## src/rtl/decred_spi_pkg.sv

```systemverilog
// rtl/decred_spi_pkg.sv - shared constants and FSM state type for the decred SPI slave
package decred_spi_pkg;

    localparam int ADDR_W_DEFAULT = 7;
    localparam int CMD_RW_BIT     = 7;

    typedef enum logic [1:0] {
        IDLE  = 2'd0,
        CMD   = 2'd1,
        WDATA = 2'd2,
        RDATA = 2'd3
    } spi_state_t;

endpackage

```

## src/rtl/decred_spi_sync.sv

```systemverilog
// rtl/decred_spi_sync.sv - pin synchroniser with rise/fall pulses taken from the last stage
module decred_spi_sync #(
    parameter int STAGES = 2
) (
    input  logic clk,
    input  logic rst_n,
    input  logic din,
    output logic level,
    output logic rise,
    output logic fall
);

    logic [STAGES-1:0] sync_q;
    logic              prev_q;

    always_ff @(posedge clk or negedge rst_n) begin
        if (!rst_n) begin
            sync_q <= '0;
            prev_q <= 1'b0;
        end else begin
            sync_q <= {sync_q[STAGES-2:0], din};
            prev_q <= sync_q[STAGES-1];
        end
    end

    assign level = sync_q[STAGES-1];
    assign rise  = level & ~prev_q;
    assign fall  = ~level & prev_q;

endmodule

```

## src/rtl/decred_spi_slave.sv

```systemverilog
// rtl/decred_spi_slave.sv - SPI mode-0 slave to register bus; SPI_ADDR_AUTOINC_EN enables address auto-increment
module decred_spi_slave
    import decred_spi_pkg::*;
#(
    parameter int ADDR_W      = ADDR_W_DEFAULT,
    parameter int SYNC_STAGES = 2
) (
    input  logic              SPI_CLK,
    input  logic              SPI_CLK_RESET_N,
    input  logic              SCLK_fromHost,
    input  logic              SCSN_fromHost,
    input  logic              MOSI_fromHost,
    output logic              MISO_toHost,
    output logic [ADDR_W-1:0] reg_addr,
    output logic [7:0]        reg_wdata,
    output logic              reg_we,
    output logic              reg_re,
    input  logic [7:0]        reg_rdata,
    output logic              busy
);

    logic [1:0]  rst_q;
    logic        rst_n_i;
    logic        sclk_level, sclk_rise, sclk_fall;
    logic        scsn_level, scsn_rise, scsn_fall;
    logic        mosi_s, mosi_rise, mosi_fall;
    logic        unused_ok;
    spi_state_t  state_q, state_d;
    logic [2:0]  bit_cnt;
    logic [6:0]  rx_shift;
    logic [7:0]  rx_byte;
    logic [7:0]  tx_shift;
    logic        byte_done;
    logic [ADDR_W-1:0] next_addr;

    // Reset asserts asynchronously but is released on an SPI_CLK edge
    always_ff @(posedge SPI_CLK or negedge SPI_CLK_RESET_N) begin
        if (!SPI_CLK_RESET_N) rst_q <= 2'b00;
        else                  rst_q <= {rst_q[0], 1'b1};
    end
    assign rst_n_i = rst_q[1];

    decred_spi_sync #(.STAGES(SYNC_STAGES)) u_sync_sclk (
        .clk(SPI_CLK), .rst_n(rst_n_i), .din(SCLK_fromHost),
        .level(sclk_level), .rise(sclk_rise), .fall(sclk_fall)
    );
    decred_spi_sync #(.STAGES(SYNC_STAGES)) u_sync_scsn (
        .clk(SPI_CLK), .rst_n(rst_n_i), .din(SCSN_fromHost),
        .level(scsn_level), .rise(scsn_rise), .fall(scsn_fall)
    );
    decred_spi_sync #(.STAGES(SYNC_STAGES)) u_sync_mosi (
        .clk(SPI_CLK), .rst_n(rst_n_i), .din(MOSI_fromHost),
        .level(mosi_s), .rise(mosi_rise), .fall(mosi_fall)
    );
    assign unused_ok = &{1'b0, sclk_level, scsn_level, mosi_rise, mosi_fall};

    assign rx_byte   = {rx_shift, mosi_s};
    assign byte_done = sclk_rise && (bit_cnt == 3'd7) && (state_q != IDLE);

`ifdef SPI_ADDR_AUTOINC_EN
    assign next_addr = reg_addr + ADDR_W'(1);
`else
    assign next_addr = reg_addr;
`endif

    always_ff @(posedge SPI_CLK or negedge rst_n_i) begin
        if (!rst_n_i) state_q <= IDLE;
        else          state_q <= state_d;
    end

    always_comb begin
        state_d = state_q;
        case (state_q)
            IDLE:    if (scsn_fall) state_d = CMD;
            CMD:     if (byte_done) state_d = rx_byte[CMD_RW_BIT] ? RDATA : WDATA;
            default: state_d = state_q;
        endcase
        // A byte completing together with deselect is still acted on by the datapath
        if (scsn_rise && (state_q != IDLE)) state_d = IDLE;
    end

    always_ff @(posedge SPI_CLK or negedge rst_n_i) begin
        if (!rst_n_i) begin
            bit_cnt   <= 3'd0;
            rx_shift  <= 7'd0;
            tx_shift  <= 8'd0;
            reg_addr  <= '0;
            reg_wdata <= 8'd0;
            reg_we    <= 1'b0;
            reg_re    <= 1'b0;
        end else begin
            reg_we <= 1'b0;
            reg_re <= 1'b0;
            if (reg_we) reg_addr <= next_addr;
            if (state_q == IDLE) begin
                if (scsn_fall) begin
                    bit_cnt  <= 3'd0;
                    rx_shift <= 7'd0;
                    tx_shift <= 8'd0;
                end
            end else begin
                if (sclk_rise) begin
                    bit_cnt  <= bit_cnt + 3'd1;
                    rx_shift <= rx_byte[6:0];
                end
                // Holding at count 0 keeps a freshly loaded MSB across the byte boundary
                if (sclk_fall && (state_q == RDATA) && (bit_cnt != 3'd0))
                    tx_shift <= {tx_shift[6:0], 1'b0};
                if (byte_done) begin
                    case (state_q)
                        CMD: begin
                            reg_addr <= ADDR_W'(rx_byte[CMD_RW_BIT-1:0]);
                            reg_re   <= rx_byte[CMD_RW_BIT];
                        end
                        WDATA: begin
                            reg_wdata <= rx_byte;
                            reg_we    <= 1'b1;
                        end
                        RDATA: begin
                            reg_addr <= next_addr;
                            reg_re   <= 1'b1;
                        end
                        default: ;
                    endcase
                end
            end
            if (reg_re) tx_shift <= reg_rdata;
        end
    end

    assign MISO_toHost = (state_q == RDATA) ? tx_shift[7] : 1'b0;
    assign busy        = (state_q != IDLE);

endmodule

```

## config.mk

```make
export PLATFORM = sky130hd
export DESIGN_NAME = decred_spi_slave
export DESIGN_NICKNAME = d
export VERILOG_FILES = /design/src/rtl/decred_spi_pkg.sv /design/src/rtl/decred_spi_sync.sv /design/src/rtl/decred_spi_slave.sv
export SDC_FILE = /design/constraint.sdc
export NUM_CORES = 1
export LEC_CHECK = 0
export ABC_CLOCK_PERIOD_IN_PS = 4400
export BUFFER_PORTS_ARGS = -buffer_cell sky130_fd_sc_hd__buf_4
export CORE_MARGIN = 2
export CORE_UTILIZATION = 36
export DETAILED_ROUTE_END_ITERATION = 10
export GPL_ROUTABILITY_DRIVEN = 0
export PLACE_DENSITY = 0.61
export SLEW_MARGIN = 20
export SYNTH_ARGS = -nofsm -noshare
export SYNTH_HDL_FRONTEND = slang
export SYNTH_SLANG_ARGS = --single-unit
```

## constraint.sdc

```tcl
create_clock -name SPI_CLK -period 4.4 [get_ports SPI_CLK]
set_input_delay 0.22 -clock SPI_CLK [delete_from_list [all_inputs] [get_ports SPI_CLK]]
set_output_delay 0.22 -clock SPI_CLK [all_outputs]
set_load 0.03 [all_outputs]
```

==> summary.md <==
| Metric | Value |
|---|---|
| Setup Fix Bufs, Post-CTS | `0` |
| Final core area utilization | `44.9%` |
| Combinational share of power | `6.6%` |
| Core footprint | `0.00504 mm^2` |
| FFs w/ async S/R, synth | `100%` |
| TritonCTS clock tree | `yes` |
| Initial Utilization | `36.9%` |
| Relative slew slack | `37.9%` |
| Footprint of the multi-input gates | `641 um^2` |
| Clock Tree Root | `sky130_fd_sc_hd__clkbuf_8` |
| H-tree lvl count | `2` |
| Switching Fraction | `23.5%` |
| Clk_skew | `0.00393 ns` |
| Power density over the cells | `338 mW/mm^2` |
| Setup TNS | `0 ns` |
| Seq cells post-synth | `47` |
| Number of iterations in the first detailed-routing pass | `4` |
| IO Count | `32` |
| Post-detailed-route count of antenna-violating nets | `0` |
| Least-Margin Pin Slew | `0.932 ns` |
| Most numerous cell types in the synthesized netlist | `sky130_fd_sc_hd__dfrtp_1 (47), sky130_fd_sc_hd__mux2_2 (23), sky130_fd_sc_hd__o21ai_0 (14)` |
| Area fraction of the dominant cell type after synthesis | `63.1%` |
| Share of layout cells above drive strength 1 | `41.4%` |
| Initial drt markers | `75` |
| Number of hold-slack violations in the final timing report | `0` |
| EDFF count, synth | `0` |
| Crit Path Category | `reg -> reg` |
| Final WL | `3.25 mm` |
| Number of buffers created by CTS | `5` |
| Worst VDD drop | `0.000180 V` |
| Pin count of the biggest net entering global routing | `46` |
| Share of the clock period used by the worst path | `45.0%` |
| Sort of element at the start of the critical path | `flop` |
| Cell chain of the critical path | `ha_1, ha_1, nand3b_1, nor3b_2, mux2_2` |
| Sequential cell area | `0.00118 mm^2` |
| Area share of fa/ha/maj cells after synthesis | `2.01%` |
| Main synth FF type | `sky130_fd_sc_hd__dfrtp_1` |
| CP endpoint kind | `flop` |
| Standard-cell rows | `26` |
| Count leader, synth | `sky130_fd_sc_hd__dfrtp_1` |
| Slowest CP cell | `sky130_fd_sc_hd__nor3b_2` |
| Number of max-cap violations | `0` |
| Area growth syn-to-layout | `21.6%` |
| Post-synthesis share of cell area spent on and, or, nand and nor gates | `6.98%` |
| Die Span Y | `75.9 um` |
| Syn avg cell area | `14.0 um^2` |
| Via count of the first global-routing pass | `1,211` |
| Net Sw Power | `0.180 mW` |
| Total congestion overflow after global routing | `0` |
| Portion of the post-synthesis area used by sequential elements | `63.1%` |
| Antenna cells | `0` |
| Combinational family with the most area after synthesis | `multiplexers` |
| First-pass GRT wire length | `5.79 mm` |
| YS warnings | `0` |
| Proportion of synthesized area in mux cells | `13.9%` |
| Vias per cell | `4.79` |
| Synth top area cells | `sky130_fd_sc_hd__dfrtp_1 (63%), sky130_fd_sc_hd__mux2_2 (14%), sky130_fd_sc_hd__a22o_1 (4.7%), sky130_fd_sc_hd__o21ai_0 (3.8%), sky130_fd_sc_hd__ha_1 (2.0%)` |
| Post-route minimum period | `1.98 ns` |
| Synthesized-area fraction occupied by ao, oa, aoi and oai cells | `11.3%` |
| Horiz. Die Dim | `75.9 um` |
| DRC viols | `0` |
| Count of port buffers added during placement | `31` |
| Worst endpoint required time | `4.58 ns` |
| Clock transition at the register clock pins on the worst setup and hold paths after CTS | `0.08 ns` |
| Post-synthesis xor/xnor area fraction | `0%` |
| Run status | `finished clean` |
| Worst hold margin | `0.0297 ns` |
| Number of sinks driven by the clock tree | `47` |
| Synth cell types | `29` |
| Post-detailed-placement half-perimeter wirelength | `2.18 mm` |
| Clock insertion delay at the later pin of the skew report | `0.29 ns` |
| Highest net fanout along the worst path | `9` |
| Most Frequent Cell on Critical Path | `sky130_fd_sc_hd__ha_1` |
| Antenna violations before repair | `0` |
| Clk network pwr share | `31.9%` |
| Total nets after synthesis | `149` |
| Instance count of the mapped netlist | `133` |
| Biggest area consumer among synthesized cells | `sky130_fd_sc_hd__dfrtp_1` |
| Leakage power total | `1.12 nW` |
| Post-Syn Area | `0.00186 mm^2` |
| Largest stage delay, worst path | `0.65 ns` |
| Count of pins over their slew limit | `0` |
| Final setup fails | `0` |
| Pint | `0.585 mW` |
| GR Util All Layers | `12.5%` |
| Sequential Power Share | `61.5%` |
| Number of buffers on the longest clock path | `2` |
| Net count, final | `184` |
| DP Worst Slack | `2.41 ns` |
| Post-placement cell area | `0.00216 mm^2` |
| Final routed wire length divided by cell count | `13.6 um` |
| Setup WS post-layout | `2.42 ns` |
| DIE AREA | `0.00577 mm^2` |
| Number of fill cells | `478` |
| Unrepaired setup endpoints after global routing | `no` |
| Crit path arrival time | `2.17 ns` |
| Worst hold-check path type | `in -> reg` |
| FMAX | `505 MHz` |
| Total vias in the final route | `1,144` |
| Design area | `0.00227 mm^2` |
| Post_cts resized | `0` |
-- cells by family after synthesis --
| logic type | Yosys count |
|---|---|
| buffers and inverters | 10 |
| other | 1 |
| AND/OR/NAND/NOR | 20 |
| multiplexers | 23 |
| AO/OA/AOI/OAI | 29 |
| flip-flops | 47 |
| adder cells (fa/ha/maj) | 3 |
-- cell usage in the layout (no fill, tap or decap) --
master and count:
sky130_fd_sc_hd__dfrtp_1 46, sky130_fd_sc_hd__buf_4 32, sky130_fd_sc_hd__mux2_2 23, sky130_fd_sc_hd__o21ai_0 14, sky130_fd_sc_hd__a22o_1 10, sky130_fd_sc_hd__nand2_1 7
sky130_fd_sc_hd__clkbuf_8 5, sky130_fd_sc_hd__inv_1 4, sky130_fd_sc_hd__ha_1 3, sky130_fd_sc_hd__nor2_1 2, sky130_fd_sc_hd__dlygate4sd3_1 2, sky130_fd_sc_hd__or2_2 1
sky130_fd_sc_hd__and3_1 1, sky130_fd_sc_hd__and3_2 1, sky130_fd_sc_hd__and4b_1 1, sky130_fd_sc_hd__nand3b_1 1, sky130_fd_sc_hd__nor3b_1 1, sky130_fd_sc_hd__nor4b_2 1
sky130_fd_sc_hd__a31oi_2 1, sky130_fd_sc_hd__and4b_2 1, sky130_fd_sc_hd__nand2b_1 1, sky130_fd_sc_hd__a211oi_4 1, sky130_fd_sc_hd__nor3b_2 1, sky130_fd_sc_hd__nor2b_1 1
sky130_fd_sc_hd__o22ai_1 1, sky130_fd_sc_hd__a21oi_1 1, sky130_fd_sc_hd__a2bb2oi_1 1, sky130_fd_sc_hd__clkbuf_1 1, sky130_fd_sc_hd__clkinvlp_4 1, sky130_fd_sc_hd__clkinv_2 1
sky130_fd_sc_hd__conb_1 1, sky130_fd_sc_hd__dfrtp_2 1
-- worst max-delay path, delay by kind of cell (launching register included) --
kind / cells / cell delay (ns)
flip-flops: 1 / 0.39
adder cells (fa/ha/maj): 2 / 0.32
AND/OR/NAND/NOR: 2 / 0.76
multiplexers: 1 / 0.41
-- worst paths after layout --
kind                                  startpoint                    end  slack (ns)  cells past startpoint
min                                MOSI_fromHost  u_sync_mosi.sync_q[0]        0.03                      1
min reg2reg                u_sync_scsn.sync_q[0]  u_sync_scsn.sync_q[1]        0.35                      0
max                                   bit_cnt[1]            reg_addr[4]        2.42                      5
max in group asynchronous               rst_q[1]                 reg_we        3.40                      0
min in group asynchronous        SPI_CLK_RESET_N               rst_q[1]        0.23                      2
max reg2reg                           bit_cnt[1]            reg_addr[4]        2.42                      5
-- final cells by class --
cell class                      instances  area share, %
Sequential cell                        47           52.0
Multi-Input combinational cell         76           28.3
Timing Repair Buffer                   34           11.5
Tap cell                               70           3.87
Clock buffer                            6           3.20
Inverter                                4          0.663
Clock inverter                          2          0.552
-- timing repair --
action,in CTS,in global routing
endpoints found under the setup margin,0,0
endpoints found under the hold margin,2,1
hold buffers,1,1
-- through the flow --
step                      power, mW  instances
after CTS                     0.777        238
after global placement        0.526        229
after global routing          0.811        239
after detailed placement      0.530        229
after floorplan               0.507        133
final                         0.765        239
-- state kept, by name, indices dropped and copies added, names as in the netlist --
register            flops
state_q                 2
bit_cnt                 3
u_sync_sclk.sync_q      2
u_sync_scsn.sync_q      2
u_sync_sclk.prev_q      1
tx_shift                8
u_sync_mosi.sync_q      2
rx_shift                7
u_sync_scsn.prev_q      1
rst_q                   2
reg_wdata               8
reg_addr                7
reg_re                  1
reg_we                  1
-- power by group through the flow --
stage          clock, mW  combinational [mW]  sequential [mW]
6_report           0.244              0.0506            0.470
4_1_cts            0.255              0.0510            0.471
3_3_place_gp           0              0.0481            0.478
3_5_place_dp           0              0.0502            0.479
2_1_floorplan          0              0.0356            0.471
5_1_grt            0.279              0.0572            0.475
-- per-layer routing --
layer  global-route usage (%)  up-vias  share of wire [%]
met3                     5.36       10                6.8
met4                     5.45        0                2.2
met2                     19.6       33                 47
met1                     15.0      561                 44
li1                         -      540                  -
met5                        0        -                  0
(Power assumes the default switching activity.)
